File: src/rtl/sd_wb_slave.sv
// Wishbone slave front-end of the SD host controller: register file, exec
// handshakes toward the command/data engines, and TX/RX 128-bit payload FIFOs.
module sd_wb_slave #(
  parameter int FIFO_DEPTH   = 8,
  parameter int EXEC_TIMEOUT = 1024
) (
  input  logic         wb_clock,
  input  logic         reset,
  input  logic         strobe_i,
  input  logic         we_i,
  input  logic [4:0]   adr_i,
  input  logic [127:0] wb_data_i,
  output logic         ack_o,
  output logic         error_o,
  output logic [127:0] wb_data_o,
  output logic [127:0] cfg_o,
  output logic         cmd_start_o,
  input  logic         cmd_done_i,
  output logic         data_start_o,
  input  logic         data_done_i,
  input  logic         tx_pop_i,
  output logic [127:0] tx_data_o,
  output logic         tx_empty_o,
  input  logic         rx_push_i,
  input  logic [127:0] rx_data_i,
  output logic         rx_full_o
);

  localparam int PW = $clog2(FIFO_DEPTH);
  localparam int CW = PW + 1;
  localparam int TW = $clog2(EXEC_TIMEOUT + 1);

  typedef enum logic [1:0] {IDLE, CMD_WAIT, DATA_WAIT, RELEASE} state_t;

  state_t         state_q, state_d;
  logic [TW-1:0]  tmo_cnt_q, tmo_cnt_d;
  logic           ack_q, ack_d;
  logic           error_q, error_d;
  logic           cmd_start_q, cmd_start_d;
  logic           data_start_q, data_start_d;
  logic [127:0]   rdata_q, rdata_d;
  logic [31:0]    regs_q [15];
  logic [31:0]    regs_d [15];

  logic [127:0]   tx_mem_q [FIFO_DEPTH];
  logic [127:0]   tx_mem_d [FIFO_DEPTH];
  logic [PW-1:0]  tx_wr_q, tx_wr_d, tx_rd_q, tx_rd_d;
  logic [CW-1:0]  tx_cnt_q, tx_cnt_d;
  logic [127:0]   rx_mem_q [FIFO_DEPTH];
  logic [127:0]   rx_mem_d [FIFO_DEPTH];
  logic [PW-1:0]  rx_wr_q, rx_wr_d, rx_rd_q, rx_rd_d;
  logic [CW-1:0]  rx_cnt_q, rx_cnt_d;

  logic tx_full, rx_empty;
  logic tx_push, tx_pop, rx_push, rx_pop;
  logic [7:0] tx_cnt8, rx_cnt8;

  assign tx_full  = (tx_cnt_q == CW'(FIFO_DEPTH));
  assign rx_empty = (rx_cnt_q == '0);
  assign tx_cnt8  = 8'(tx_cnt_q);
  assign rx_cnt8  = 8'(rx_cnt_q);

  always_comb begin
    state_d      = state_q;
    tmo_cnt_d    = tmo_cnt_q;
    ack_d        = 1'b0;
    error_d      = 1'b0;
    cmd_start_d  = 1'b0;
    data_start_d = 1'b0;
    rdata_d      = rdata_q;
    regs_d       = regs_q;
    tx_push      = 1'b0;
    rx_pop       = 1'b0;

    case (state_q)
      IDLE: begin
        if (strobe_i) begin
          state_d = RELEASE;
          if (adr_i < 5'd15) begin
            ack_d = 1'b1;
            if (we_i) regs_d[adr_i[3:0]] = wb_data_i[31:0];
            else      rdata_d = {96'b0, regs_q[adr_i[3:0]]};
          end else begin
            case (adr_i)
              5'd15: begin
                ack_d = 1'b1;
                if (!we_i) rdata_d = {112'b0, tx_cnt8, rx_cnt8};
              end
              5'd16: begin
                cmd_start_d = 1'b1;
                state_d     = CMD_WAIT;
                tmo_cnt_d   = '0;
              end
              5'd19: begin
                data_start_d = 1'b1;
                state_d      = DATA_WAIT;
                tmo_cnt_d    = '0;
              end
              5'd17: begin
                if (we_i && !tx_full) begin
                  ack_d   = 1'b1;
                  tx_push = 1'b1;
                end else begin
                  error_d = 1'b1;
                end
              end
              5'd18: begin
                if (!we_i && !rx_empty) begin
                  ack_d   = 1'b1;
                  rx_pop  = 1'b1;
                  rdata_d = rx_mem_q[rx_rd_q];
                end else begin
                  error_d = 1'b1;
                end
              end
              default: error_d = 1'b1;
            endcase
          end
        end
      end
      CMD_WAIT, DATA_WAIT: begin
        tmo_cnt_d = tmo_cnt_q + 1'b1;
        // done takes priority over a timeout landing on the same edge
        if ((state_q == CMD_WAIT) ? cmd_done_i : data_done_i) begin
          ack_d   = 1'b1;
          state_d = RELEASE;
        end else if (tmo_cnt_q == TW'(EXEC_TIMEOUT - 1)) begin
          error_d = 1'b1;
          state_d = RELEASE;
        end
      end
      RELEASE: begin
        if (!strobe_i) state_d = IDLE;
      end
      default: state_d = IDLE;
    endcase

    tx_pop   = tx_pop_i && (tx_cnt_q != '0);
    tx_mem_d = tx_mem_q;
    tx_wr_d  = tx_wr_q;
    tx_rd_d  = tx_rd_q;
    tx_cnt_d = tx_cnt_q;
    if (tx_push) begin
      tx_mem_d[tx_wr_q] = wb_data_i;
      tx_wr_d           = tx_wr_q + 1'b1;
    end
    if (tx_pop) tx_rd_d = tx_rd_q + 1'b1;
    if (tx_push && !tx_pop)      tx_cnt_d = tx_cnt_q + 1'b1;
    else if (!tx_push && tx_pop) tx_cnt_d = tx_cnt_q - 1'b1;

    rx_push  = rx_push_i && (rx_cnt_q != CW'(FIFO_DEPTH));
    rx_mem_d = rx_mem_q;
    rx_wr_d  = rx_wr_q;
    rx_rd_d  = rx_rd_q;
    rx_cnt_d = rx_cnt_q;
    if (rx_push) begin
      rx_mem_d[rx_wr_q] = rx_data_i;
      rx_wr_d           = rx_wr_q + 1'b1;
    end
    if (rx_pop) rx_rd_d = rx_rd_q + 1'b1;
    if (rx_push && !rx_pop)      rx_cnt_d = rx_cnt_q + 1'b1;
    else if (!rx_push && rx_pop) rx_cnt_d = rx_cnt_q - 1'b1;
  end

  always_ff @(posedge wb_clock or negedge reset) begin
    if (!reset) begin
      state_q      <= IDLE;
      tmo_cnt_q    <= '0;
      ack_q        <= 1'b0;
      error_q      <= 1'b0;
      cmd_start_q  <= 1'b0;
      data_start_q <= 1'b0;
      rdata_q      <= '0;
      regs_q       <= '{default: '0};
      tx_mem_q     <= '{default: '0};
      tx_wr_q      <= '0;
      tx_rd_q      <= '0;
      tx_cnt_q     <= '0;
      rx_mem_q     <= '{default: '0};
      rx_wr_q      <= '0;
      rx_rd_q      <= '0;
      rx_cnt_q     <= '0;
    end else begin
      state_q      <= state_d;
      tmo_cnt_q    <= tmo_cnt_d;
      ack_q        <= ack_d;
      error_q      <= error_d;
      cmd_start_q  <= cmd_start_d;
      data_start_q <= data_start_d;
      rdata_q      <= rdata_d;
      regs_q       <= regs_d;
      tx_mem_q     <= tx_mem_d;
      tx_wr_q      <= tx_wr_d;
      tx_rd_q      <= tx_rd_d;
      tx_cnt_q     <= tx_cnt_d;
      rx_mem_q     <= rx_mem_d;
      rx_wr_q      <= rx_wr_d;
      rx_rd_q      <= rx_rd_d;
      rx_cnt_q     <= rx_cnt_d;
    end
  end

  assign ack_o        = ack_q;
  assign error_o      = error_q;
  assign cmd_start_o  = cmd_start_q;
  assign data_start_o = data_start_q;
  assign wb_data_o    = rdata_q;
  assign cfg_o        = {regs_q[3], regs_q[2], regs_q[1], regs_q[0]};
  assign tx_data_o    = tx_mem_q[tx_rd_q];
  assign tx_empty_o   = (tx_cnt_q == '0);
  assign rx_full_o    = (rx_cnt_q == CW'(FIFO_DEPTH));

endmodule
File: config.mk
export PLATFORM = sky130hd
export DESIGN_NAME = sd_wb_slave
export DESIGN_NICKNAME = d
export VERILOG_FILES = /design/src/rtl/sd_wb_slave.sv
export SDC_FILE = /design/constraint.sdc
export NUM_CORES = 2
export LEC_CHECK = 0
export ABC_CLOCK_PERIOD_IN_PS = 3750
export CORE_UTILIZATION = 50
export DETAILED_ROUTE_END_ITERATION = 16
export PLACE_DENSITY = 0.69
export SYNTH_ARGS = -nofsm -noshare
export SYNTH_HDL_FRONTEND = slang
export SYNTH_SLANG_ARGS = --single-unit
File: constraint.sdc
create_clock -name wb_clock -period 3.75 [get_ports wb_clock]
set_input_delay 0.5625 -clock wb_clock [delete_from_list [all_inputs] [get_ports wb_clock]]
set_output_delay 0.5625 -clock wb_clock [all_outputs]
set_load 0.01 [all_outputs]
==> results.txt <==
Multiplexer area fraction after synthesis: 0.3749
Chip Width: 491.7 um
GR Util All Layers: 0.2588
Final setup fails: 1
CTS H-tree depth: 5
Hold path start: adr_i[0]
Dominant synthesized flop cell: dfrtp_1
Die H: 491.7 um
Layout overhead on the synthesized area: 17.66%
Reg2reg end: tx_mem_q[693]
Sequential Area: 0.06741 sq mm
Initial antenna violation count: 66
Worst Setup SP: tx_rd_q[0]
Core occupancy in the finished layout: 0.5927
Crit-path cells: buf_12 > buf_12 > clkbuf_16 > bufbuf_16 > mux4_2 > mux2_2 > dlygate4sd2_1
Critical path endpoint: tx_data_o[35]
Crit path DAT: 3.19 ns
Critical path endpoint category: output pin
Final setup margin: -0.006147 ns
Worst-skew pair later-pin latency: 0.93 ns
YS warnings: 0
Flops & latches, synth: 2,693
Clock sink count: 2,693
Simple-gate portion of the synthesized area: 0.01221
GR Overflow Total: 0
Initial Util: 0.5037
Input/output buffers: 658
Cell mode on critical path: buf_12
Clock Skew: 0.05977 ns
Max incr delay on CP: 0.50 ns
Peak VDD IR: 0.0004650 V
CTS root buffer: clkbuf_16
Row cnt: 179
Core Area: 0.2381 sq mm
Net count after synthesis: 7,799
Final worst-path cycle share: 1.002
Slew Viols, Final: 0
Routed WL: 311,900 um
Startpoint Class: flip-flop
Vias: 68,630
Largest family of logic cells by synthesized area: multiplexers
Avg WL per Cell: 27.19 um
Slew HR: 0.1789
Highest Clock Rate: 266.2 MHz
Clock-pin slew on the worst setup and hold paths: 0.06 ns
Final Hold Viols: 0
Ys async rst share: 1.000
Outcome: finished with violations
Pwr dens: 642.6 mW/mm^2
Layout cells sized above 1: 0.4936
Maxcap violations: 0
Number of primary I/O pins: 659
Pre-CTS WS: -0.1049 ns
Tightest Pin Transition: 1.228 ns
Cts bufs inserted: 307
Post-synth EDFFs: 0
CTS max path bufs: 4
Largest net degree at the start of global routing: 154
Post-synthesis compound-gate area fraction: 0.01740
First-pass GRT wire length: 475,800 um
Non-filler cells, final: 11,470
Area of the multi-input gates: 0.04922 sq mm
Antenna Violating Nets Remaining: 0
Mapped Area: 0.1199 sq mm
Failing checks: DRC, setup timing
Post-synthesis adder-cell area fraction: 0.001899
Unrepaired setup endpoints after global routing: true
R2r setup slk: 0.39 ns
WS Path Type: reg -> out
Final Wtd Congestion: 0.8098
Nets: 8,370
Yosys cell types: 57
Via density: 5.983
Hpwl dp: 195,200 um
Worst Path Required: 3.19 ns
Reg-to-reg startpoint: state_q[1]
Worst Path Max Fanout: 10
Drt pass-1 iters: 16
Critical path's slowest cell: mux4_2
Gate Count Post-Synth: 7,513
Fillers: 17,960
Syn Area/Cell: 15.96 sq um
Lkg Pwr: 64.66 nW
Remaining DRCs: 123
Seq/Total Area, Yosys: 0.5619
Die area: 0.2418 sq mm
CTS tree: yes
Worst hold path class: in -> reg
Placed cells: 10,910
Worst R2R Path Depth: 10
Vias in the first global route: 73,760
Drt initial violations: 4,491
Final period demand of the worst path: 3.756 ns
Synth Area in XOR/XNOR: 0.001534
-- per-stage QoR --
| stage | power, mW | setup TNS, ns | area, sq um | hold WS (ns) |
|---|---|---|---|---|
| after detailed placement | 60.98 | -17.38 | 130700 | 0.4718 |
| after floorplan | 53.44 | 0 | 119900 | 0.2669 |
| final | 90.68 | -0.006147 | 141100 | 0.1013 |
| after CTS | 91.03 | -3.493 | 140700 | 0.05589 |
| after global routing | 94.75 | -0.6626 | 141100 | 0.09229 |
| after global placement | 59.82 | -10.29 | 130700 | 0.4657 |
-- layout by cell type, fill, tap and decap left out, types with 113 or more instances in the layout --
cell	n
buf_4	160
mux2_2	2649
nand2_1	132
mux4_2	586
dfrtp_1	2687
mux2i_1	167
clkdlybuf4s50_1	528
clkbuf_16	320
buf_12	113
o21ai_0	123
-- sequential cells by signal (all words and copies together), names as in the netlist, 2 cells and up --
| register | cells |
|---|---|
| rx_mem_q | 1024 |
| tx_mem_q | 1024 |
| regs_q | 352 |
| cfg_o | 128 |
| wb_data_o | 128 |
| tmo_cnt_q | 11 |
| rx_cnt_q | 4 |
| tx_cnt_q | 4 |
| rx_rd_q | 3 |
| rx_wr_q | 3 |
| tx_rd_q | 3 |
| tx_wr_q | 3 |
| state_q | 2 |
-- area by class of cell --
type,count,area share
Sequential cell,2693,0.4777
Multi-Input combinational cell,4107,0.3488
Clock inverter,79,0.006358
Inverter,10,0.0002660
Timing Repair Buffer,965,0.07558
Clock buffer,434,0.06284
Tap cell,3167,0.02808
Antenna cell,16,0.0002837
-- per-layer routing --
layer	vias up	global-route usage	part of all wire
li1	28910	-	-
met1	37410	0.3604	0.43
met2	1699	0.4148	0.48
met3	539	0.05344	0.061
met4	72	0.06764	0.026
met5	-	0	0.0015
-- timing repair --
| item | CTS | global route |
|---|---|---|
| resized for setup | 140 | 122 |
| hold buffers | 2 | 0 |
| endpoints found under the hold margin | 89 | 0 |
| buffers inserted | 9 | 11 |
| endpoints found under the setup margin | 124 | 54 |
| gates cloned | 5 | 8 |
-- worst min-delay path by stage --
stage,endpoint,slack (ns),depth (start not counted)
2_1_floorplan,ack_o,0.27,0
4_1_cts,data_start_o,0.06,2
3_5_place_dp,wb_data_o[95],0.47,2
6_report,data_start_o,0.10,2
5_1_grt,data_start_o,0.09,2
3_3_place_gp,wb_data_o[39],0.47,2
-- synth_stat cells, types with 2 or more instances --
library cell | n | share of area
dfrtp_1 | 2693 | 0.56
mux2_2 | 2669 | 0.25
mux4_2 | 586 | 0.11
clkbuf_1 | 235 | 0.0074
buf_2 | 212 | 0.0088
buf_4 | 179 | 0.011
mux2i_1 | 167 | 0.014
nand2_1 | 135 | 0.0042
o21ai_0 | 123 | 0.0051
nor2_1 | 106 | 0.0033
buf_1 | 76 | 0.0024
a21oi_1 | 35 | 0.0015
a221oi_1 | 35 | 0.0026
a22oi_1 | 25 | 0.0016
a31oi_1 | 25 | 0.0013
a211o_1 | 22 | 0.0016
ha_1 | 15 | 0.0016
nor2b_1 | 14 | 0.00073
nand2b_1 | 11 | 0.00057
nand3_1 | 11 | 0.00046
xnor2_1 | 11 | 0.00080
inv_1 | 10 | 0.00031
xor2_1 | 10 | 0.00073
a22o_1 | 9 | 0.00066
o221ai_1 | 9 | 0.00066
and3_1 | 7 | 0.00037
nand4_1 | 7 | 0.00037
o31ai_1 | 7 | 0.00044
and2_1 | 6 | 0.00031
a2bb2oi_1 | 5 | 0.00037
nand3b_1 | 5 | 0.00031
nand4b_1 | 5 | 0.00037
o22ai_1 | 5 | 0.00026
a2111oi_0 | 4 | 0.00029
a211oi_1 | 3 | 0.00019
a21o_1 | 3 | 0.00019
mux2_1 | 3 | 0.00028
nor3_1 | 3 | 0.00013
o21a_1 | 3 | 0.00019
a41oi_1 | 2 | 0.00015
fa_1 | 2 | 0.00033
nor3_2 | 2 | 0.00017
nor3b_1 | 2 | 0.00013
nor4_2 | 2 | 0.00021
or4_1 | 2 | 0.00013
-- cell families (layout without fill, tap and decap cells) --
kind of cell / after synthesis / after routing
compound gates: 320 / 320
xor+xnor: 21 / 21
other cells: 0 / 16
mux: 3425 / 3425
buf+inv: 713 / 1488
flops: 2693 / 2693
simple gates: 324 / 324
fa+ha+maj: 17 / 17
-- critical path, delay by kind of cell, from the launching register on --
family / cells / cell delay, ns
mux: 2 / 0.78
buf+inv: 5 / 1.04
flops: 1 / 0.42
-- power breakdown --
group / internal (mW) / switching (mW)
clock network: 17.6 / 11.8
registers: 35.7 / 3.63
logic: 12.7 / 9.21
(Power assumes the default switching activity.)
